--- src/rtl/oric_ram_pkg.sv ---
// Shared types and constants for the Oric RAM arbiter.
//   arb_state_t : arbiter FSM states
//   LANE_*      : SDRAM byte-lane enables (sd_ds encodings)
//   write_lane  : byte lane for a single-byte write at a given address parity
package oric_ram_pkg;

  typedef enum logic [1:0] {
    ST_IDLE     = 2'd0,
    ST_CPU_BUSY = 2'd1,
    ST_DL_BUSY  = 2'd2
  } arb_state_t;

  localparam logic [1:0] LANE_LO   = 2'b01;
  localparam logic [1:0] LANE_HI   = 2'b10;
  localparam logic [1:0] LANE_WORD = 2'b11;

  // Even byte addresses live in the low half of the 16-bit SDRAM word.
  function automatic logic [1:0] write_lane(input logic a0);
    return a0 ? LANE_HI : LANE_LO;
  endfunction

endpackage

--- src/rtl/oric_dl_fifo.sv ---
// Small synchronous FIFO buffering ioctl download writes until the SDRAM port is free.
// Ports:
//   i_clk, i_reset      clock, synchronous active-high reset (empties the FIFO)
//   i_push, i_data      write strobe and entry; ignored when full unless popping same cycle
//   i_pop               remove head entry; ignored when empty
//   o_data              head entry (valid while !o_empty)
//   o_full, o_empty     status flags
module oric_dl_fifo
  import oric_ram_pkg::*;
#(
  parameter int DEPTH = 4,
  parameter int WIDTH = 24
) (
  input  logic             i_clk,
  input  logic             i_reset,
  input  logic             i_push,
  input  logic [WIDTH-1:0] i_data,
  input  logic             i_pop,
  output logic [WIDTH-1:0] o_data,
  output logic             o_full,
  output logic             o_empty
);

  localparam int AW = $clog2(DEPTH);
  localparam logic [AW:0] PTR_ONE = {{AW{1'b0}}, 1'b1};

  // Extra MSB on each pointer distinguishes full from empty when the indices match.
  logic [AW:0]      r_wr_ptr;
  logic [AW:0]      r_rd_ptr;
  logic [WIDTH-1:0] r_mem [DEPTH];
  logic             w_push_ok;
  logic             w_pop_ok;

  assign o_empty   = (r_wr_ptr == r_rd_ptr);
  assign o_full    = (r_wr_ptr[AW] != r_rd_ptr[AW]) &&
                     (r_wr_ptr[AW-1:0] == r_rd_ptr[AW-1:0]);
  assign w_pop_ok  = i_pop && !o_empty;
  // A simultaneous pop frees the head slot, so a push into a full FIFO is still taken.
  assign w_push_ok = i_push && (!o_full || w_pop_ok);
  assign o_data    = r_mem[r_rd_ptr[AW-1:0]];

  // Pointer update.
  always_ff @(posedge i_clk) begin
    if (i_reset) begin
      r_wr_ptr <= {(AW+1){1'b0}};
      r_rd_ptr <= {(AW+1){1'b0}};
    end else begin
      if (w_push_ok) r_wr_ptr <= r_wr_ptr + PTR_ONE;
      if (w_pop_ok)  r_rd_ptr <= r_rd_ptr + PTR_ONE;
    end
  end

  // Entry storage; contents are don't-care while the pointers say empty.
  always_ff @(posedge i_clk) begin
    if (w_push_ok) r_mem[r_wr_ptr[AW-1:0]] <= i_data;
  end

endmodule

--- src/rtl/oric_ram_arbiter.sv ---
// Shares one toggle-handshake SDRAM port between the Oric CPU/ULA RAM bus and the
// ioctl download stream (clk_72 domain). CPU accesses are detected from strobe edges
// and read-address changes; download writes are buffered in oric_dl_fifo.
// Ports:
//   i_clk_sys, i_reset            clock, synchronous active-high reset
//   i_cpu_cs/oe/we/addr/din       Oric RAM bus
//   o_cpu_dout, o_cpu_ready       read byte (held), 1 = nothing pending or in flight
//   i_dl_active/wr/addr/data      ioctl download stream
//   o_dl_overflow                 sticky: a download byte was dropped
//   o_sd_req, i_sd_ack            toggle handshake (busy while they differ)
//   o_sd_a/ds/we/d, i_sd_q        SDRAM request fields and read word
module oric_ram_arbiter
  import oric_ram_pkg::*;
#(
  parameter int ADDR_W     = 16,
  parameter int FIFO_DEPTH = 4,
  parameter int STARVE_MAX = 8
) (
  input  logic              i_clk_sys,
  input  logic              i_reset,
  input  logic              i_cpu_cs,
  input  logic              i_cpu_oe,
  input  logic              i_cpu_we,
  input  logic [ADDR_W-1:0] i_cpu_addr,
  input  logic [7:0]        i_cpu_din,
  output logic [7:0]        o_cpu_dout,
  output logic              o_cpu_ready,
  input  logic              i_dl_active,
  input  logic              i_dl_wr,
  input  logic [ADDR_W-1:0] i_dl_addr,
  input  logic [7:0]        i_dl_data,
  output logic              o_dl_overflow,
  output logic              o_sd_req,
  input  logic              i_sd_ack,
  output logic [ADDR_W-1:0] o_sd_a,
  output logic [1:0]        o_sd_ds,
  output logic              o_sd_we,
  output logic [15:0]       o_sd_d,
  input  logic [15:0]       i_sd_q
);

  localparam int SW = $clog2(STARVE_MAX + 1);
  localparam logic [SW-1:0] STARVE_LIM = SW'(STARVE_MAX);
  localparam logic [SW-1:0] STARVE_ONE = {{(SW-1){1'b0}}, 1'b1};

  arb_state_t          r_state;
  arb_state_t          w_state_nxt;
  logic                r_rd_sel;
  logic                r_wr_sel;
  logic [ADDR_W-1:0]   r_addr_prev;
  logic [ADDR_W-1:0]   r_cap_addr;
  logic [7:0]          r_cap_din;
  logic                r_cap_we;
  logic                r_cpu_pend;
  logic                w_cpu_pend_nxt;
  logic                r_cpu_ready;
  logic [7:0]          r_cpu_dout;
  logic [SW-1:0]       r_starve;
  logic                r_dl_active_prev;
  logic                r_dl_overflow;
  logic                r_sd_req;
  logic [ADDR_W-1:0]   r_sd_a;
  logic [1:0]          r_sd_ds;
  logic                r_sd_we;
  logic [15:0]         r_sd_d;
  logic                w_rd_sel;
  logic                w_wr_sel;
  logic                w_cpu_event;
  logic                w_ack_match;
  logic                w_cpu_win;
  logic                w_grant_cpu;
  logic                w_grant_dl;
  logic                w_fifo_full;
  logic                w_fifo_empty;
  logic [ADDR_W+7:0]   w_fifo_data;
  logic [ADDR_W-1:0]   w_fifo_addr;
  logic [7:0]          w_fifo_byte;
  logic                w_dl_drop;

  assign w_rd_sel    = i_cpu_cs & i_cpu_oe;
  assign w_wr_sel    = i_cpu_cs & i_cpu_we;
  // A held read strobe still fetches again whenever the ULA/CPU moves the address.
  assign w_cpu_event = (w_rd_sel & ~r_rd_sel) | (w_wr_sel & ~r_wr_sel) |
                       (w_rd_sel & (i_cpu_addr != r_addr_prev));
  assign w_ack_match = (i_sd_ack == r_sd_req);
  // Download wins the slot once the CPU has been granted STARVE_MAX times in a row.
  assign w_cpu_win   = r_cpu_pend & ~(~w_fifo_empty & (r_starve == STARVE_LIM));
  assign w_fifo_addr = w_fifo_data[ADDR_W+7:8];
  assign w_fifo_byte = w_fifo_data[7:0];
  assign w_dl_drop   = i_dl_wr & w_fifo_full & ~w_grant_dl;

  oric_dl_fifo #(
    .DEPTH (FIFO_DEPTH),
    .WIDTH (ADDR_W + 8)
  ) u_dl_fifo (
    .i_clk   (i_clk_sys),
    .i_reset (i_reset),
    .i_push  (i_dl_wr),
    .i_data  ({i_dl_addr, i_dl_data}),
    .i_pop   (w_grant_dl),
    .o_data  (w_fifo_data),
    .o_full  (w_fifo_full),
    .o_empty (w_fifo_empty)
  );

  // Arbiter next state and grant decode.
  always_comb begin
    w_state_nxt = r_state;
    w_grant_cpu = 1'b0;
    w_grant_dl  = 1'b0;
    case (r_state)
      ST_IDLE: begin
        if (w_cpu_win) begin
          w_grant_cpu = 1'b1;
          w_state_nxt = ST_CPU_BUSY;
        end else if (!w_fifo_empty) begin
          w_grant_dl  = 1'b1;
          w_state_nxt = ST_DL_BUSY;
        end else begin
          w_state_nxt = ST_IDLE;
        end
      end
      ST_CPU_BUSY, ST_DL_BUSY: begin
        if (w_ack_match) begin
          w_state_nxt = ST_IDLE;
        end else begin
          w_state_nxt = r_state;
        end
      end
      default: begin
        w_state_nxt = ST_IDLE;
      end
    endcase
  end

  // CPU pending flag: a fresh event beats a same-cycle grant of the older one.
  always_comb begin
    w_cpu_pend_nxt = r_cpu_pend;
    if (w_cpu_event) begin
      w_cpu_pend_nxt = 1'b1;
    end else if (w_grant_cpu) begin
      w_cpu_pend_nxt = 1'b0;
    end else begin
      w_cpu_pend_nxt = r_cpu_pend;
    end
  end

  // State register.
  always_ff @(posedge i_clk_sys) begin
    if (i_reset) r_state <= ST_IDLE;
    else         r_state <= w_state_nxt;
  end

  // CPU bus history and event capture.
  always_ff @(posedge i_clk_sys) begin
    if (i_reset) begin
      r_rd_sel    <= 1'b0;
      r_wr_sel    <= 1'b0;
      r_addr_prev <= {ADDR_W{1'b0}};
      r_cap_addr  <= {ADDR_W{1'b0}};
      r_cap_din   <= 8'h00;
      r_cap_we    <= 1'b0;
      r_cpu_pend  <= 1'b0;
      r_cpu_ready <= 1'b1;
    end else begin
      r_rd_sel    <= w_rd_sel;
      r_wr_sel    <= w_wr_sel;
      r_addr_prev <= i_cpu_addr;
      if (w_cpu_event) begin
        r_cap_addr <= i_cpu_addr;
        r_cap_din  <= i_cpu_din;
        r_cap_we   <= w_wr_sel;
      end
      r_cpu_pend  <= w_cpu_pend_nxt;
      r_cpu_ready <= ~w_cpu_pend_nxt & (w_state_nxt != ST_CPU_BUSY);
    end
  end

  // SDRAM request launch; fields stay frozen until the next grant.
  always_ff @(posedge i_clk_sys) begin
    if (i_reset) begin
      // Matching ack means the port looks idle; any in-flight access is abandoned.
      r_sd_req <= i_sd_ack;
      r_sd_a   <= {ADDR_W{1'b0}};
      r_sd_ds  <= 2'b00;
      r_sd_we  <= 1'b0;
      r_sd_d   <= 16'h0000;
    end else if (w_grant_cpu) begin
      r_sd_req <= ~r_sd_req;
      r_sd_a   <= r_cap_addr;
      r_sd_ds  <= r_cap_we ? write_lane(r_cap_addr[0]) : LANE_WORD;
      r_sd_we  <= r_cap_we;
      r_sd_d   <= {r_cap_din, r_cap_din};
    end else if (w_grant_dl) begin
      r_sd_req <= ~r_sd_req;
      r_sd_a   <= w_fifo_addr;
      r_sd_ds  <= write_lane(w_fifo_addr[0]);
      r_sd_we  <= 1'b1;
      r_sd_d   <= {w_fifo_byte, w_fifo_byte};
    end
  end

  // CPU read byte select on completion of a CPU read.
  always_ff @(posedge i_clk_sys) begin
    if (i_reset) begin
      r_cpu_dout <= 8'h00;
    end else if ((r_state == ST_CPU_BUSY) && w_ack_match && !r_sd_we) begin
      r_cpu_dout <= r_sd_a[0] ? i_sd_q[15:8] : i_sd_q[7:0];
    end
  end

  // Starvation counter: consecutive CPU grants while download data waits.
  always_ff @(posedge i_clk_sys) begin
    if (i_reset) begin
      r_starve <= {SW{1'b0}};
    end else if (w_grant_dl || w_fifo_empty) begin
      r_starve <= {SW{1'b0}};
    end else if (w_grant_cpu) begin
      r_starve <= r_starve + STARVE_ONE;
    end
  end

  // Sticky overflow flag, cleared when a new download starts.
  always_ff @(posedge i_clk_sys) begin
    if (i_reset) begin
      r_dl_active_prev <= 1'b0;
      r_dl_overflow    <= 1'b0;
    end else begin
      r_dl_active_prev <= i_dl_active;
      if (w_dl_drop) begin
        r_dl_overflow <= 1'b1;
      end else if (i_dl_active && !r_dl_active_prev) begin
        r_dl_overflow <= 1'b0;
      end
    end
  end

  assign o_cpu_dout    = r_cpu_dout;
  assign o_cpu_ready   = r_cpu_ready;
  assign o_dl_overflow = r_dl_overflow;
  assign o_sd_req      = r_sd_req;
  assign o_sd_a        = r_sd_a;
  assign o_sd_ds       = r_sd_ds;
  assign o_sd_we       = r_sd_we;
  assign o_sd_d        = r_sd_d;

endmodule

--- config.mk ---
export PLATFORM = sky130hd
export DESIGN_NAME = oric_ram_arbiter
export DESIGN_NICKNAME = d
export VERILOG_FILES = /design/src/rtl/oric_ram_pkg.sv /design/src/rtl/oric_dl_fifo.sv /design/src/rtl/oric_ram_arbiter.sv
export SDC_FILE = /design/constraint.sdc
export NUM_CORES = 1
export LEC_CHECK = 0
export CELL_PAD_IN_SITES_DETAIL_PLACEMENT = 1
export CELL_PAD_IN_SITES_GLOBAL_PLACEMENT = 1
export CORE_MARGIN = 5
export CORE_UTILIZATION = 41
export CTS_BUF_LIST = sky130_fd_sc_hd__clkbuf_8
export DETAILED_ROUTE_END_ITERATION = 8
export HOLD_SLACK_MARGIN = 0.12
export PLACE_DENSITY_LB_ADDON = 0.1
export SLEW_MARGIN = 20
export SYNTH_ARGS = -nofsm -noshare
export SYNTH_HDL_FRONTEND = slang
export SYNTH_SLANG_ARGS = --single-unit
--- constraint.sdc ---
create_clock -name i_clk_sys -period 2.2 [get_ports i_clk_sys]
set_input_delay 0.22 -clock i_clk_sys [delete_from_list [all_inputs] [get_ports i_clk_sys]]
set_output_delay 0.22 -clock i_clk_sys [all_outputs]
set_load 0.02 [all_outputs]
After elaboration in Yosys (flattened, before gate mapping)

Memories as Yosys holds them, arrays and structs flattened. A register that Yosys moved wholly into a read port is not among the register bits.
Cells that the tools add are included.
Widths: inputs -> output; s select.

Logic and storage cells: 102
RAM bits: 96
Output and inout port bits: 46
Register bits after elaboration: 103
Input port bits: 72
Memories: 1

Reductions and logical operators: 18
Bitwise operators: 19
Equal/unequal tests: 9
Muxes and demuxes: 32
Add/subtract/negate cells: 3

Memories:

| name            | depth | width | rd ports | clocked after Yosys merged registers in | write ports | line               | source |
|---|---|---|---|---|---|---|---|
| u_dl_fifo.r_mem | 4     | 24    | 1        | 1                                       | 1           | oric_dl_fifo.sv:30 | `logic [WIDTH-1:0] r_mem [DEPTH];` |

Operator list:

| cell                | number |
|---|---|
| $mux 16             | 4 |
| $mux 2              | 10 |
| $mux 1              | 16 |
| $ne 16x16->1        | 1 |
| $and 1x1->1         | 10 |
| $mux 8              | 1 |
| $not 1->1           | 7 |
| $add 3x1->3 const B | 2 |
| $logic_and 1x1->1   | 6 |
| $add 4x1->4 const B | 1 |
| $eq 4x4->1 const B  | 1 |
| $logic_not 1->1     | 4 |
| $pmux 2 s2          | 1 |
| $reduce_bool 2->1   | 2 |
| $reduce_or 2->1     | 2 |
| $eq 3x3->1          | 1 |
| $reduce_bool 3->1   | 1 |
| $eq 2x1->1 const B  | 1 |
| $eq 2x2->1          | 1 |
| $eq 2x2->1 const B  | 1 |
| $logic_not 2->1     | 1 |
| $logic_or 1x1->1    | 2 |
| $ne 2x1->1 const B  | 1 |
| $or 1x1->1          | 2 |
| other kinds (2)     | 2 |

Longest topological paths before layout

Gate-level depths: netlist (run 1).

Depth in word-level cells: 12
Depth in mapped cells: 9

Hierarchy

A second synthesis (run 1) with hierarchy kept.

Cells, all modules: 650
Area total of the unflattened synthesis: 8,227.9 µm²

By module, submodules not included:

| module           | cells an instance | sequential area each (µm²) | area an instance (µm²) | times used |
|---|---|---|---|---|
| oric_ram_arbiter | 469               | 1,791.7                    | 4,221.5                | 1 |
| oric_dl_fifo     | 181               | 3,042.9                    | 4,006.3                | 1 |

Worst setup path before layout (run 1)

No wires, ideal clock.

Path kind: register to register
From: register r_starve[0]
To: memory u_dl_fifo.r_mem[3][0], enable pin
Arrival time: 1.763 ns
Setup slack: 0.053 ns
Data required time: 1.816 ns
Cell stages (with the launch flop): 7
Library setup time: 0.384 ns
Period minus slack after synthesis: 2.147 ns
Cells stage by stage: dfxtp_1 -> inv_1 -> ha_1 -> nand3b_1 -> a21boi_0 -> o31a_1 -> and2_1

Word-level cells in the longest chain between the ends: 11

Ends and longest elaborated chain:

| item                         | line                    | source |
|---|---|---|
| start: declaration           | oric_ram_arbiter.sv:58  | `logic [SW-1:0] r_starve;` |
| start signal: assignment     | oric_ram_arbiter.sv:215 | `r_starve <= {SW{1'b0}};` |
| start signal: assignment     | oric_ram_arbiter.sv:217 | `r_starve <= {SW{1'b0}};` |
| start signal: assignment     | oric_ram_arbiter.sv:219 | `r_starve <= r_starve + STARVE_ONE;` |
| $eq 4x4->1                   | oric_ram_arbiter.sv:87  | `assign w_cpu_win = r_cpu_pend & ~(~w_fifo_empty & (r_starve == STARVE_LIM));` |
| $and 1x1->1                  | oric_ram_arbiter.sv:87  |  |
| $not 1->1                    | oric_ram_arbiter.sv:87  |  |
| $and 1x1->1                  | oric_ram_arbiter.sv:87  |  |
| $mux 1                       | oric_ram_arbiter.sv:113 | `if (w_cpu_win) begin` |
| $mux 1                       | oric_ram_arbiter.sv:111 | `case (r_state)` |
| $logic_and 1x1->1            | oric_dl_fifo.sv:37      | `assign w_pop_ok = i_pop && !o_empty;` |
| $logic_or 1x1->1             | oric_dl_fifo.sv:39      | `assign w_push_ok = i_push && (!o_full \|\| w_pop_ok);` |
| $logic_and 1x1->1            | oric_dl_fifo.sv:39      |  |
| $mux 1                       | oric_dl_fifo.sv:55      | `if (w_push_ok) r_mem[r_wr_ptr[AW-1:0]] <= i_data;` |
| $mux 1 (implied by the code) | oric_dl_fifo.sv:55      |  |
| end: declaration             | oric_dl_fifo.sv:30      |  |

Every way passes these cells.

Worst setup path after layout (run 1)

From: register r_state[0]
To: memory u_dl_fifo.r_mem[3][10], enable pin

Word-level cells in the longest chain between the ends: 7

Ends and longest elaborated chain:

| item                         | line                    | source |
|---|---|---|
| start: declaration           | oric_ram_arbiter.sv:46  | `arb_state_t r_state;` |
| start signal: assignment     | oric_ram_arbiter.sv:151 | `else r_state <= w_state_nxt;` |
| $logic_not 2->1              | oric_ram_arbiter.sv:111 |  |
| $mux 1                       | oric_ram_arbiter.sv:111 |  |
| $logic_and 1x1->1            | oric_dl_fifo.sv:37      |  |
| $logic_or 1x1->1             | oric_dl_fifo.sv:39      |  |
| $logic_and 1x1->1            | oric_dl_fifo.sv:39      |  |
| $mux 1                       | oric_dl_fifo.sv:55      |  |
| $mux 1 (implied by the code) | oric_dl_fifo.sv:55      |  |

Every way passes these cells.

==> results.py, run 1 <==
metrics = {
    "synth": {
        "synth_cells": 535,
        "synth_area_mm2": 0.00762,
        "ys_types": 50,
        "synth_edf_count": 97,
        "synth.area.top_cells": "edfxtp_1, dfxtp_1, mux4_2",
        "synth_common_cells": "edfxtp_1, dfxtp_1, nor2b_1",
        "synthMostInstantiatedCell": "edfxtp_1",
        "synth_area_leader_cell": "edfxtp_1",
        "avgSynthCellArea_um2": 14.2,
        "yosys_warnings": 0,
        "synth-main-ff-cell": "edfxtp_1",
        "async_flop_share_pct": 0,
        "yosysSeqAreaShare_pct": 63.4,
        "ys_ff_latch": 193,
        "yosys.area.top_type_share_pct": 38.2,
        "syn_nets": 617,
    },
    "floorplanning": {
        "fp-row-count": 49,
        "dieArea_mm2": 0.0214,
        "initial_core_util_pct": 42.0,
        "die_h_um": 146,
        "pin_count": 118,
        "dieWidth_um": 146,
        "core_mm2": 0.0181,
    },
    "cts": {
        "cts_max_path_buffers": 2,
        "cts_tree": "yes",
        "htree_levels": 4,
        "cts_num_sinks": 193,
        "hold_buffers": 0,
        "clk_latency_ps": 470,
        "cts_root_buffer": "clkbuf_8",
        "cts_buffers": 17,
        "cts_resized": 0,
        "cts_setup_buffers": 0,
        "clk_pin_slew_ps": 110,
    },
    "place": {
        "preCtsSetupSlack_ps": -40.1,
        "portBuffers": 117,
        "dp_hpwl_um": 12600,
        "gp_congestion": 0.766,
    },
    "grt": {
        "grt_util_met2_pct": 27.7,
        "grt.met3_usage_pct": 3.47,
        "grt.busiest_layer": "met2",
        "track_usage_pct": 16.8,
        "grt_overflow": 0,
        "grt_pass1_wl_um": 28200,
        "grt_max_degree": 52,
        "grt_pass1_vias": 5014,
        "antenna_found_initial": 0,
        "met1_usage_pct": 22.8,
    },
    "setup_path": {
        "r2r_start": "r_state[0]$_SDFF_PP0_",
        "slowest_stage": "dfxtp_1",
        "critPathLaunchType": "register",
        "crit_type": "register to register",
        "critPathLaunch": "r_state[0]$_SDFF_PP0_",
        "critPathCaptureType": "register",
        "cp_top_family": "compound AO/OA/AOI/OAI gates",
        "slowest_delay_ps": 360,
        "setup.worst_path.end": "u_dl_fifo.r_mem[3][10]$_DFFE_PP_",
        "crit_cells": 6,
        "crit_chain": "inv_1 -> ha_1 -> a21boi_0 -> o31a_1 -> and2_1 -> buf_12",
        "worst-path-buf-inv": 2,
        "cp.required_ps": 2370,
        "r2r.worst_path.cells": 6,
        "crit_arrival_ps": 2180,
        "worstPathMaxFanout": 25,
        "r2r_slack_ps": 190,
        "r2r_end": "u_dl_fifo.r_mem[3][10]$_DFFE_PP_",
    },
    "timing": {
        "relSlewSlack_pct": 69.8,
        "tightest_slew_ps": 453,
        "setup_viol": 0,
        "skew_ps": 13.8,
        "final-hold-violation-count": 0,
        "finalMaxSlewViolations": 0,
        "post-route-min-period_ps": 2010,
        "holdWs_ps": 186,
        "fmaxAchievable_ghz": 0.497,
        "layout_setup_ws_ps": 190,
        "fin_crit_sh_pct": 91.4,
    },
    "cells_and_area": {
        "nets": 739,
        "antennaDiodeCount": 0,
        "drive_above_1_share_pct": 15.5,
        "area_delta_synth_final_pct": 25.2,
        "nFillCells": 1806,
    },
    "route": {
        "postRouteAntennaNets": 0,
        "vias": 4663,
        "avgViaCountPerCell": 5.19,
        "drt-initial-drc-count": 210,
        "wl_per_cell_um": 19.9,
        "dr.pass1.iters": 4,
        "post-route-drc-count": 0,
        "drt_wl_total_um": 17900,
    },
    "power_and_ir_drop": {
        "p_per_area_mw_per_mm2": 1010,
        "ir_drop_mv": 0.484,
        "p_leak_uw": 0.00332,
    },
    "run_status": {
        "status": "complete, no violations",
    },
    "min_path": {
        "hold_class": "input pin to register",
    },
    "flow_run": {
        "drv_cap": 0,
    },
}
-- area by class of cell --
type	count	area, µm²	share of cell area (%)
clock buffer	17	234	2.45
clock inverter	15	194	2.03
timing repair buffer	142	1450	15.2
inverter	9	33.8	0.354
tap	229	287	3.00
multi-input combinational	294	2510	26.3
sequential	193	4830	50.7
-- worst min path at each step --
stage / slack [ps] / depth (start not counted) / start / endpoint
2_1_floorplan: 320 / 0 / i_dl_data[0] / u_dl_fifo.r_mem[0][0]$_DFFE_PP_
3_3_place_gp: 440 / 2 / r_cap_din[4]$_SDFFE_PP0P_ / r_cap_din[4]$_SDFFE_PP0P_
3_5_place_dp: 450 / 1 / o_sd_a[5]$_SDFFE_PP0P_ / o_sd_a[5]$_SDFFE_PP0P_
4_1_cts: 150 / 2 / i_reset / u_dl_fifo.r_wr_ptr[0]$_SDFFE_PP0P_
5_1_grt: 170 / 2 / i_reset / u_dl_fifo.r_rd_ptr[0]$_SDFFE_PP0N_
6_report: 190 / 2 / i_reset / u_dl_fifo.r_wr_ptr[0]$_SDFFE_PP0P_
-- layout by cell type (no fill, tap or decap), types with 2 or more instances in the layout --
cell             count
clkdlybuf4s50_1    116
edfxtp_1            97
dfxtp_1             96
nor2b_1             35
nand2_1             33
nor2_1              25
mux4_2              24
o2bb2ai_1           22
a22oi_1             21
xnor2_1             18
mux2i_1             18
clkbuf_8            17
buf_4               17
a211oi_1            10
ha_1                10
inv_1                9
mux2_4               9
xor2_1               8
buf_12               8
a21oi_1              7
mux2_2               7
and2_1               6
nand3_1              6
clkinv_8             5
o21ai_0              4
inv_8                4
nand4_1              3
inv_6                3
o21a_1               2
nor3_1               2
a32oi_1              2
a311oi_1             2
and3_1               2
inv_12               2
-- report_power, final --
group | switching [µW] | internal (µW)
clock | 1470 | 900
combinational | 1510 | 1400
sequential | 232 | 4160
total | 3210 | 6460
-- worst reg2reg max path: stages (launching register included) --
cell      delay, ps
dfxtp_1         360
inv_1            70
ha_1            270
a21boi_0        290
o31a_1          310
and2_1          210
buf_12          200
-- per-stage QoR --
stage	utilization (%)	cell area (µm²)	setup TNS [ps]	cells	power [µW]
2_1_floorplan	-	7620	0	535	6250
3_3_place_gp	50.1	9090	0	864	7350
3_5_place_dp	50.1	9090	-241	864	7420
4_1_cts	52.5	9520	0	896	9810
5_1_grt	52.6	9540	-238	899	10200
6_report	52.6	9540	0	899	9680
-- per-layer routing --
layer | part of all wire [%] | up-vias
met3 | 3.4 | 13
met2 | 48 | 84
met1 | 47 | 2349
li1 | - | 2217
met5 | 0 | -
met4 | 0.98 | 0
-- registers in the layout, summed over array words and instances, names as in the netlist, 2 cells and up, named ones only --
| register | flops |
|---|---|
| u_dl_fifo.r_wr_ptr | 3 |
| r_addr_prev | 16 |
| o_sd_a | 16 |
| o_cpu_dout | 8 |
| r_cap_addr | 16 |
| o_sd_ds | 2 |
| r_starve | 4 |
| r_cap_din | 8 |
| r_state | 2 |
| o_sd_d | 8 |
| u_dl_fifo.r_mem | 96 |
| u_dl_fifo.r_rd_ptr | 3 |
-- logic make-up after synthesis --
logic type	after synthesis	share of synthesized area [%]
fa+ha+maj	10	1.64
simple gates	120	7.98
mux	58	12.3
flops	193	63.4
compound gates	80	8.01
xor+xnor	26	2.99
buf+inv	48	3.71
Note: power is estimated with default switching activity, not from simulation.
==> run 2, diff against run 1 <==
--- a/config.mk
+++ b/config.mk
@@ -8,11 +8,12 @@
 export CELL_PAD_IN_SITES_DETAIL_PLACEMENT = 1
 export CELL_PAD_IN_SITES_GLOBAL_PLACEMENT = 1
 export CORE_MARGIN = 5
-export CORE_UTILIZATION = 41
+export CORE_UTILIZATION = 42
 export CTS_BUF_LIST = sky130_fd_sc_hd__clkbuf_8
 export DETAILED_ROUTE_END_ITERATION = 8
 export HOLD_SLACK_MARGIN = 0.12
 export PLACE_DENSITY_LB_ADDON = 0.1
+export SKIP_CTS_REPAIR_TIMING = 1
 export SLEW_MARGIN = 20
 export SYNTH_ARGS = -nofsm -noshare
 export SYNTH_HDL_FRONTEND = slang
==> constraint.sdc (replaced) <==
create_clock -name i_clk_sys -period 2.1 [get_ports i_clk_sys]
set_input_delay 0.21 -clock i_clk_sys [delete_from_list [all_inputs] [get_ports i_clk_sys]]
set_output_delay 0.21 -clock i_clk_sys [all_outputs]
set_load 0.02 [all_outputs]
==> run 2 against run 1 <==
Net effect: cell area grew 0.25%; largest cell class unchanged; count of clock-buffer cells in the layout is the same; clock power is essentially flat; routed wire length shrank 1.5%; total power grew 3.9%; first-iteration DRC count shrank 20%; sequential cell count is the same; clock skew grew 2.7 ps; final cell count shrank 0.11%; die area shrank 2.2%; register-to-register slack lost 70 ps; global-route usage grew 0.29 points.
==> results.py, run 2 (synthesis results as in run 1) <==
metrics = {
    "timing": {
        "fin_crit_sh_pct": 94.2,
        "setup_viol": 0,
        "finalMaxSlewViolations": 0,
        "final-hold-violation-count": 0,
        "post-route-min-period_ps": 1980,
        "relSlewSlack_pct": 68.6,
        "rsz0062_at_grt": "false",
        "tightest_slew_ps": 468,
        "holdWs_ps": 144,
        "skew_ps": 16.5,
        "fmaxAchievable_ghz": 0.505,
    },
    "cells_and_area": {
        "mostFrequentLayoutCells": "clkdlybuf4s50_1, edfxtp_1, dfxtp_1",
        "largest_reg_flops": 96,
        "final_area_mm2": 0.00957,
        "nFillCells": 1773,
        "nets": 738,
        "antennaDiodeCount": 0,
        "area_delta_synth_final_pct": 25.5,
        "drive_above_1_share_pct": 16.0,
        "final_common_cell": "clkdlybuf4s50_1",
    },
    "place": {
        "dp_hpwl_um": 12500,
        "placed_cell_area_mm2": 0.00916,
        "portBuffers": 117,
        "gp_congestion": 0.742,
    },
    "power_and_ir_drop": {
        "p_per_area_mw_per_mm2": 1050,
        "ir_drop_mv": 0.477,
        "p_leak_uw": 0.00331,
    },
    "route": {
        "drt_wl_total_um": 17600,
        "dr.pass1.iters": 4,
        "wl_per_cell_um": 19.7,
        "postRouteAntennaNets": 0,
        "avgViaCountPerCell": 5.16,
        "post-route-drc-count": 0,
        "drt-initial-drc-count": 168,
        "vias": 4635,
    },
    "grt": {
        "grt_overflow": 0,
        "antenna_found_initial": 0,
        "grt_pass1_wl_um": 27000,
        "grt_max_degree": 58,
        "grt_pass1_vias": 4968,
        "track_usage_pct": 17.1,
    },
    "floorplanning": {
        "dieWidth_um": 145,
        "fp-row-count": 49,
        "core_mm2": 0.0179,
        "pin_count": 118,
        "dieArea_mm2": 0.0209,
        "initial_core_util_pct": 42.6,
        "die_h_um": 145,
    },
    "cts": {
        "cts_max_path_buffers": 2,
        "htree_levels": 4,
        "cts_num_sinks": 193,
        "clk_latency_ps": 470,
        "clk_pin_slew_ps": 100,
        "cts_buffers": 17,
        "cts_root_buffer": "clkbuf_8",
        "cts_tree": "yes",
    },
    "setup_path": {
        "critPathLaunchType": "register",
        "critPathCaptureType": "register",
        "crit_arrival_ps": 2210,
        "crit_type": "register to register",
        "cp.required_ps": 2330,
        "worstPathMaxFanout": 14,
    },
    "run_status": {
        "status": "complete, no violations",
    },
    "flow_run": {
        "drv_cap": 0,
    },
    "min_path": {
        "hold_class": "input pin to register",
    },
}
[run 2: path summary, 6_finish.rpt]
kind,start,endpoint,slack (ps),depth (start not counted)
max,r_starve[0]$_SDFFE_PP0P_,u_dl_fifo.r_mem[2][8]$_DFFE_PP_,120,7
min,i_reset,o_cpu_dout[3]$_SDFFE_PP0P_,140,2
max reg2reg,r_starve[0]$_SDFFE_PP0P_,u_dl_fifo.r_mem[2][8]$_DFFE_PP_,120,7
min reg2reg,r_cap_din[0]$_SDFFE_PP0P_,r_cap_din[0]$_SDFFE_PP0P_,470,2
[run 2: layout make-up]
cell class	count	area (µm²)	share of cell area, %
Timing Repair Buffer	141	1500	15.6
Clock inverter	15	170	1.78
Multi-Input combinational cell	294	2510	26.2
Tap cell	229	287	3.00
Sequential cell	193	4830	50.5
Clock buffer	17	234	2.45
Inverter	9	33.8	0.353
[run 2: stage by stage]
stage	worst slack [ps]	utilization [%]	instances	TNS (ps)	total power (µW)
final	121	53.4	898	0	10100
after global routing	30.2	53.4	898	0	10600
after CTS	7.57	53.4	897	0	10200
after detailed placement	-188	51.1	865	-2600	7800
after global placement	-101	51.1	865	-1320	7730
after floorplan	210	-	535	0	6550
[run 2: critical path: stages, from the launching register on]
cell and delay [ps]:
dfxtp_1 410, inv_1 70, ha_1 200, nand3b_1 150, a21boi_1 110, o31a_1 380, and2_2 270, buf_12 160
[run 2: layer usage]
layer / wire length [µm] / global-route usage, % / part of all wire, % / vias to the layer above
met2: 8680 / 28.9 / 49 / 93
met1: 7950 / 22.2 / 45 / 2305
met4: 279 / 5.79 / 1.6 / 0
met3: 736 / 3.12 / 4.2 / 20
li1: - / - / - / 2217
met5: 0 / 0 / 0 / -
[run 2: power breakdown]
| part | leakage (µW) | internal [µW] | switching, µW |
|---|---|---|---|
| Sequential | 0.00168 | 4360 | 263 |
| Clock | 0.000198 | 908 | 1470 |
| Combinational | 0.00143 | 1510 | 1540 |
==> run 3, diff against run 2 <==
--- a/config.mk
+++ b/config.mk
@@ -17,4 +17,5 @@
 export SLEW_MARGIN = 20
 export SYNTH_ARGS = -nofsm -noshare
 export SYNTH_HDL_FRONTEND = slang
+export SYNTH_HIERARCHICAL = 1
 export SYNTH_SLANG_ARGS = --single-unit
==> run 3 against run 2 <==
Net effect: critical path depth grew 3; clock skew shrank 4.7 ps; cell area grew 7.7%; routed wire length grew 13%; core utilization shrank 0.33 points; sequential power shrank 2%; sequential share of layout area shrank 3.5 points; synthesized area grew 7.9%; highest routed layer unchanged.
==> results.py, run 3 <==
metrics = {
    "run_status": {
        "status": "complete, no violations",
    },
    "cells_and_area": {
        "mostFrequentLayoutCells": "clkdlybuf4s50_1, edfxtp_1, dfxtp_1",
        "final_common_cell": "clkdlybuf4s50_1",
        "final_area_mm2": 0.0103,
        "largest_reg_flops": 96,
        "antennaDiodeCount": 0,
        "area_delta_synth_final_pct": 25.2,
        "nets": 853,
        "nFillCells": 1988,
        "drive_above_1_share_pct": 15.8,
    },
    "setup_path": {
        "critPathLaunchType": "register",
        "r2r_slack_ps": 100,
        "crit_chain": "inv_2 -> ha_2 -> nand3b_4 -> a21boi_4 -> nand2b_4 -> inv_8 -> inv_6 -> a41oi_2 -> and2_2 -> buf_12",
        "cp.required_ps": 2240,
        "cp_top_family": "simple AND/OR/NAND/NOR gates",
        "crit_arrival_ps": 2140,
        "worst-path-buf-inv": 4,
        "slowest_stage": "dfxtp_2",
        "critPathCaptureType": "register",
        "slowest_delay_ps": 360,
        "worstPathMaxFanout": 24,
        "r2r_end": "u_dl_fifo/r_mem[0][21]$_DFFE_PP_",
        "crit_type": "register to register",
        "r2r.worst_path.cells": 10,
        "r2r_start": "r_starve[0]$_SDFFE_PP0P_",
    },
    "power_and_ir_drop": {
        "ir_drop_mv": 0.444,
        "p_leak_uw": 0.00359,
        "total_power_uw": 9340,
        "p_per_area_mw_per_mm2": 906,
    },
    "route": {
        "drt-initial-drc-count": 267,
        "post-route-drc-count": 0,
        "wl_per_cell_um": 19.0,
        "wl_met1_um": 9140,
        "postRouteAntennaNets": 0,
        "wl_met3_um": 547,
        "drt_wl_total_um": 19900,
        "dr_wl_met2_um": 10100,
        "dr.pass1.iters": 4,
        "top_layer_used": "met4",
        "vias": 5401,
        "avgViaCountPerCell": 5.15,
    },
    "synth": {
        "synth_common_cells": "edfxtp_1, dfxtp_1, nor2_1",
        "synthMostInstantiatedCell": "edfxtp_1",
        "synth.area.top_cells": "edfxtp_1, dfxtp_1, mux4_2",
        "yosys_warnings": 6,
        "avgSynthCellArea_um2": 12.7,
        "ys_ff_latch": 193,
        "ys_types": 55,
        "async_flop_share_pct": 0,
        "synth_area_leader_cell": "edfxtp_1",
        "synth_edf_count": 97,
        "synth-main-ff-cell": "edfxtp_1",
        "synth_area_mm2": 0.00823,
        "yosys.area.top_type_share_pct": 35.4,
        "synth_cells": 650,
        "syn_nets": 732,
        "yosysSeqAreaShare_pct": 58.8,
    },
    "grt": {
        "grt_pass1_wl_um": 30800,
        "grt_pass1_vias": 5645,
        "grt_max_degree": 54,
        "track_usage_pct": 17.8,
        "antenna_found_initial": 0,
        "grt_overflow": 0,
    },
    "timing": {
        "setup_tns_ps": 0,
        "fmaxAchievable_ghz": 0.500,
        "layout_setup_ws_ps": 101,
        "tightest_slew_ps": 591,
        "rsz0062_at_grt": "false",
        "holdWs_ps": 236,
        "relSlewSlack_pct": 60.3,
        "finalMaxSlewViolations": 0,
        "setup_viol": 0,
        "post-route-min-period_ps": 2000,
        "skew_ps": 11.7,
        "final-hold-violation-count": 0,
        "fin_crit_sh_pct": 95.2,
    },
    "floorplanning": {
        "die_h_um": 150,
        "pin_count": 118,
        "initial_core_util_pct": 42.4,
        "dieWidth_um": 150,
        "fp-row-count": 51,
        "core_mm2": 0.0194,
        "dieArea_mm2": 0.0225,
    },
    "min_path": {
        "hold_class": "input pin to register",
        "hold_depth": 3,
        "holdPathEnd": "r_dl_active_prev$_SDFF_PP0_",
        "min_from": "i_reset",
    },
    "place": {
        "portBuffers": 117,
        "preCtsSetupSlack_ps": 70.5,
        "dp_hpwl_um": 13900,
        "gp_congestion": 0.763,
        "placed_cell_area_mm2": 0.00986,
    },
    "cts": {
        "cts_tree": "yes",
        "clk_latency_ps": 450,
        "cts_root_buffer": "clkbuf_8",
        "cts_num_sinks": 193,
        "cts_max_path_buffers": 2,
        "htree_levels": 4,
        "clk_pin_slew_ps": 100,
        "cts_buffers": 17,
    },
    "flow_run": {
        "drv_cap": 0,
    },
}
## run 3: cell families (layout without fill, tap and decap cells)
logic type      after synthesis  after routing  synth area share (%)
simple gates                205            205                  12.6
flops                       193            193                  58.8
compound gates               93             93                  8.94
buf+inv                      63            197                  4.06
mux                          62             62                  11.3
xor+xnor                     24             24                  2.83
fa+ha+maj                    10             10                  1.52
## run 3: worst register-to-register path, delay by kind of cell (launching register included)
| family | cells | cell delay (ps) |
|---|---|---|
| AND/OR/NAND/NOR | 3 | 430 |
| AO/OA/AOI/OAI | 2 | 370 |
| flip-flops | 1 | 360 |
| buffers and inverters | 4 | 360 |
| adder cells (fa/ha/maj) | 1 | 180 |
## run 3: area by class of cell
class / instances / area, µm² / area share (%)
clock buffers: 17 / 234 / 2.27
inverters: 15 / 68.8 / 0.668
repair buffers: 150 / 1530 / 14.9
well taps: 265 / 332 / 3.22
clock inverters: 15 / 155 / 1.51
flip-flops and latches: 193 / 4840 / 47.0
multi-input cells: 394 / 3140 / 30.4
## run 3: through the flow
stage / cells / utilization, %
after floorplan: 650 / -
after global placement: 1012 / 50.8
after detailed placement: 1012 / 50.8
after CTS: 1044 / 52.8
after global routing: 1049 / 53.1
final: 1049 / 53.1
## run 3: where the power goes
group	internal [µW]	switching, µW	total, µW
clock network	1070	1320	2390
logic	1190	1200	2390
registers	4310	241	4550
## run 3: metal layers
metal / vias up / track usage [%]
li1: 2622 / -
met1: 2692 / 23.6
met2: 76 / 30.4
met3: 11 / 3.15
met4: 0 / 4.67
met5: - / 0
## run 3: worst max-delay path by stage
stage	startpoint	to	cells past startpoint
after global placement	i_cpu_addr[9]	o_cpu_ready$_SDFF_PP1_	7
after global routing	r_starve[0]$_SDFFE_PP0P_	u_dl_fifo/r_mem[2][11]$_DFFE_PP_	10
final	r_starve[0]$_SDFFE_PP0P_	u_dl_fifo/r_mem[0][21]$_DFFE_PP_	10
after detailed placement	i_cpu_addr[2]	r_cap_addr[1]$_SDFFE_PP0P_	7
after floorplan	r_state[0]$_SDFF_PP0_	u_dl_fifo/r_mem[0][0]$_DFFE_PP_	9
after CTS	r_starve[0]$_SDFFE_PP0P_	u_dl_fifo/r_mem[1][3]$_DFFE_PP_	10
==> RTL change 1 (flow settings as in run 2) <==
The parameter `FIFO_DEPTH` goes from 4 to 8.
--- a/src/rtl/oric_ram_arbiter.sv
+++ b/src/rtl/oric_ram_arbiter.sv
@@ -15,3 +15,3 @@
   parameter int ADDR_W     = 16,
-  parameter int FIFO_DEPTH = 4,
+  parameter int FIFO_DEPTH = 8,
   parameter int STARVE_MAX = 8
Behaviour: not the same (a bounded check fails within 10 cycles, from zero or initial values and one cycle with i_reset high).
==> RTL change 1 against run 2 <==
Final cell count is 46% higher; area after synthesis is 52% higher; final area is 53% higher; sequential cell count is 99 higher; total power is 59% higher; core utilization is 0.46 points higher; setup slack worse by 0.034 ns; wire length is 58% higher.
==> RTL change 1: results (changes against run 2) <==
status: "finished, final reports clean"
seq_area_frac_synth_pct: 67.1  # +3.6 points
hpwl_mm: 18.0  # +43%
antenna_found_initial: 1  # +1
wl_per_cell_um: 21.2  # +7.6%
synth.area.top_cells: "edfxtp_1 50%, dfxtp_1 17%, mux4_2 7.6%, mux2i_1 2.2%, mux4_1 2.0%"
grt_pass1_wl_mm: 42.6  # +58%
largest_register_ff_count: 192  # +100%
placedInstanceArea_um2: 13600  # +49%
io_buffers: 117  # unchanged
synth_cell_types: 57  # +14%
cts.clk_slew.worst_paths_ns: 0.06  # -0.04 ns
drt_pass1_iterations: 4  # unchanged
gp_congestion: 0.816  # +10%
cp_max_fo: 24  # +10
worstSetupStartpoint: "r_starve[0]$_SDFFE_PP0P_"
crit_end: "u_dl_fifo.r_mem[4][8]$_DFFE_PP_"
drive_gt1_share_pct: 22.9  # +6.9 points
grt_usage_pct: 17.8  # +0.76 points
grt_start_max_net_pins: 33  # -43%
r2r_cells: 8  # +1
async_flop_share_pct: 0  # unchanged
slew_headroom_pct: 71.7  # +3.1 points
insertion_delay_ns: 0.57  # +0.10 ns
drt_iter0_markers: 281  # +67%
power.leakage_nw: 5.04  # +52%
synth_edf_count: 193  # +99%
ir_drop_uv: 556  # +17%
fin_skew_ns: 0.0215  # +0.00500 ns
cts_buffers: 50  # +33
vias: 6679  # +44%
nNetsFinal: 984  # +33%
synth_nets: 812  # +32%
hold_path.class: "in2reg"
synth_commonest_cells: "193 x edfxtp_1, 99 x dfxtp_1, 58 x nand2_1"
internal_power_mw: 11.4  # +67%
grt_pass1_vias: 7308  # +47%
cp.arrival_ns: 2.26  # +0.05 ns
clockBufferDepth: 3  # +1
cts-root-buf: "clkbuf_8"
diodes: 0  # unchanged
cts_max_level: 2  # -2
nFillCells: 2573  # +45%
reg2reg_setup_slack_ns: 0.09  # -0.03 ns
ys.warnings.count: 0  # unchanged
RTL change 1: area by class of cell:
type	count	share of cell area [%]
flip-flops and latches	292	53.3
multi-input cells	377	24.5
repair buffers	166	12.0
clock buffers	55	5.18
well taps	372	3.19
clock inverters	35	1.40
inverters	18	0.463
RTL change 1: worst min path at each step:
stage / from / to / slack [ns] / depth (start not counted)
6_report: i_dl_active / r_dl_active_prev$_SDFF_PP0_ / 0.21 / 3
5_1_grt: i_dl_active / r_dl_active_prev$_SDFF_PP0_ / 0.20 / 3
4_1_cts: i_reset / r_addr_prev[4]$_SDFF_PP0_ / -0.03 / 2
3_5_place_dp: r_cap_din[0]$_SDFFE_PP0P_ / r_cap_din[0]$_SDFFE_PP0P_ / 0.46 / 2
3_3_place_gp: o_sd_a[6]$_SDFFE_PP0P_ / o_sd_a[6]$_SDFFE_PP0P_ / 0.45 / 2
2_1_floorplan: i_reset / r_addr_prev[4]$_SDFF_PP0_ / 0.29 / 1
RTL change 1: cells by family (layout without fill, tap and decap cells):
family                     Yosys count  in the layout  synth area share, %
DFF                                292            292                 67.1
and+or+nand+nor                    164            164                 7.06
muxes                               92             92                 13.7
AOI/OAI and AO/OA                   86             86                 6.25
buffers and inverters               64            274                 3.05
xor gates and xnor gates            28             28                 2.11
adders and majority gates            7              7                0.755
RTL change 1: per-stage QoR:
| step | setup WS, ns | cells | util (%) |
|---|---|---|---|
| finish | 0.0869 | 1315 | 53.9 |
| global route | 0.0134 | 1315 | 53.9 |
| CTS | 0.0615 | 1314 | 53.8 |
| detailed placement | -0.115 | 1224 | 50.3 |
| global placement | -0.0171 | 1224 | 50.3 |
| floorplan | -0.295 | 733 | - |
RTL change 1: worst max-delay path, stage by stage, from the launching register on:
cell	delay (ns)
dfxtp_2	0.33
inv_2	0.09
ha_4	0.14
nand3b_4	0.12
a21boi_4	0.20
o21ai_4	0.07
or2_4	0.30
nor3_4	0.22
buf_12	0.22
RTL change 1: per-layer routing:
layer | part of all wire (%) | wire length (µm) | vias up | GRT usage [%]
li1 | - | - | 3137 | -
met1 | 44 | 12200 | 3389 | 22.8
met2 | 51 | 14200 | 118 | 31.4
met3 | 3.9 | 1080 | 33 | 3.64
met4 | 1.3 | 354 | 2 | 4.09
met5 | 0.047 | 13 | - | 0
RTL change 1: power groups by stage:
stage / combinational, mW / clock (mW) / sequential (mW)
final: 4.34 / 4.89 / 6.78
after global routing: 4.66 / 5.35 / 6.81
after CTS: 4.40 / 5.05 / 6.78
after detailed placement: 4.37 / 0 / 6.90
after global placement: 4.30 / 0 / 6.88
after floorplan: 2.52 / 0 / 7.08
==> RTL change 2 (flow settings as in run 2) <==
Without the edit above. Encoding of `arb_state_t`: now one-hot (3 bits for 3 states).
--- a/src/rtl/oric_ram_pkg.sv
+++ b/src/rtl/oric_ram_pkg.sv
@@ -6,6 +6,6 @@
 
-  typedef enum logic [1:0] {
-    ST_IDLE     = 2'd0,
-    ST_CPU_BUSY = 2'd1,
-    ST_DL_BUSY  = 2'd2
+  typedef enum logic [2:0] {
+    ST_IDLE     = 3'b001,
+    ST_CPU_BUSY = 3'b010,
+    ST_DL_BUSY  = 3'b100
   } arb_state_t;
Function: same outputs for any inputs over 4 cycles, from zero or initial values and one cycle with i_reset high; so few cycles prove little.
==> RTL change 2 against run 2 <==
Sequential power up 1%; combinational power is 5% higher; via count increased by 1.1%; wire length is 0.62% lower; non-clock buffer count grew 17; total power up 2.2%; final area shrank 0.10%; setup slack gained 0.013 ns; area after synthesis decreased by 2.2%; core utilization up 1.6 points; sequential cell count grew 1; die area shrank 2.1%; critical endpoint is now u_dl_fifo.r_mem[0][23]$_DFFE_PP_; largest power group unchanged.
==> RTL change 2: results (changes against run 2) <==
synth_cell_types: 46  # -8.0%
synth.area.top_cells: "edfxtp_1 39%, dfxtp_1 26%, mux4_2 7.3%, nand2_1 2.9%, a22o_1 2.8%"
placed_cells_incl_taps: 886  # +2.4%
synth_nets: 622  # +0.81%
routed_wl_mm: 17.5  # -0.62%
regToRegEndpoint: "u_dl_fifo.r_mem[0][23]$_DFFE_PP_"
min_delay_path_depth: 3  # +1
grt_usage_pct: 17.6  # +0.51 points
seq_area_frac_synth_pct: 65.1  # +1.7 points
nNetsFinal: 760  # +3.0%
grt_pass1_wl_mm: 27.6  # +2.2%
timing.rr.start: "r_starve[0]$_SDFFE_PP0N_"
holdCritStartpoint: "i_dl_active"
gp_congestion: 0.782  # +5.4%
p_sw_share_pct: 32.5  # -0.044 points
status: "finished, final reports clean"
syn_inst: 543  # +1.5%
cts_buffers: 17  # unchanged
nFillCells: 1714  # -3.3%
avgViaCountPerCell: 5.10  # -1.3%
synth_commonest_cells: "97 x dfxtp_1, 97 x edfxtp_1, 58 x nand2_1"
slew_headroom_pct: 75.3  # +6.7 points
grt_start_max_net_pins: 62  # +6.9%
grt_pass1_vias: 5109  # +2.8%
diodes: 0  # unchanged
cp_max_fo: 24  # +10
drt_iter0_markers: 226  # +35%
holdPathEnd: "r_dl_active_prev$_SDFF_PP0_"
drive_gt1_share_pct: 16.1  # +0.14 points
hpwl_mm: 12.8  # +2.3%
power.leakage_nw: 3.39  # +2.3%
cp.arrival_ns: 2.12  # -0.09 ns
-- RTL change 2: critical path, stage by stage (launching register included) --
cell and delay, ns:
dfxtp_1 0.36, inv_1 0.07, ha_1 0.13, nand3b_1 0.15, a21boi_4 0.27, o31a_1 0.26
and2_2 0.21, buf_12 0.19
-- RTL change 2: worst max path at each step --
stage	slack, ns	startpoint	endpoint	cells after the start
after floorplan	0.07	r_starve[0]$_SDFFE_PP0N_	u_dl_fifo.r_mem[3][0]$_DFFE_PP_	5
after global placement	-0.13	i_cpu_addr[3]	r_cap_din[2]$_SDFFE_PP0P_	7
after detailed placement	-0.18	i_cpu_addr[3]	r_cap_din[3]$_SDFFE_PP0P_	8
after CTS	0.06	r_starve[0]$_SDFFE_PP0N_	u_dl_fifo.r_mem[2][23]$_DFFE_PP_	7
after global routing	0.01	r_starve[0]$_SDFFE_PP0N_	o_sd_a[5]$_SDFFE_PP0P_	8
final	0.13	r_starve[0]$_SDFFE_PP0N_	u_dl_fifo.r_mem[0][23]$_DFFE_PP_	7
-- RTL change 2: kinds of logic after synthesis --
kind of cell	after synthesis	share of synthesized area (%)
compound gates	89	9.74
xor+xnor	25	2.94
fa+ha+maj	7	1.18
buf+inv	47	3.32
flops	194	65.1
mux	36	8.90
simple gates	145	8.80
-- RTL change 2: layer usage --
metal / GRT usage, % / vias to the layer above / share of wire (%)
li1: - / 2284 / -
met1: 22.7 / 2313 / 45
met2: 30.3 / 78 / 51
met3: 3.92 / 9 / 3.5
met4: 4.36 / 0 / 0.72
met5: 0 / - / 0
-- RTL change 2: cell type report --
cell class | count | area (µm²) | share of cell area (%)
clock buffer | 17 | 234 | 2.45
tap | 225 | 282 | 2.95
timing repair buffer | 158 | 1630 | 17.0
multi-input combinational | 302 | 2370 | 24.8
clock inverter | 15 | 159 | 1.66
sequential | 194 | 4850 | 50.8
inverter | 8 | 30.0 | 0.314
-- RTL change 2: power by group through the flow --
stage                     registers (mW)  logic, mW  clock network (mW)
after global routing                4.73       3.44                2.66
after detailed placement            4.77       3.22                   0
final                               4.68       3.20                2.40
after CTS                           4.69       3.24                2.48
after global placement              4.75       3.15                   0
after floorplan                     4.94       1.67                   0
-- RTL change 2: stage by stage --
step / setup TNS [ns] / area, µm² / hold slack, ns / setup slack, ns
floorplan: 0 / 7460 / 0.309 / 0.0736
global placement: -3.12 / 9150 / 0.462 / -0.127
detailed placement: -3.86 / 9150 / 0.463 / -0.177
CTS: 0 / 9540 / 0.00642 / 0.0611
global route: 0 / 9560 / 0.268 / 0.0142
finish: 0 / 9560 / 0.295 / 0.134
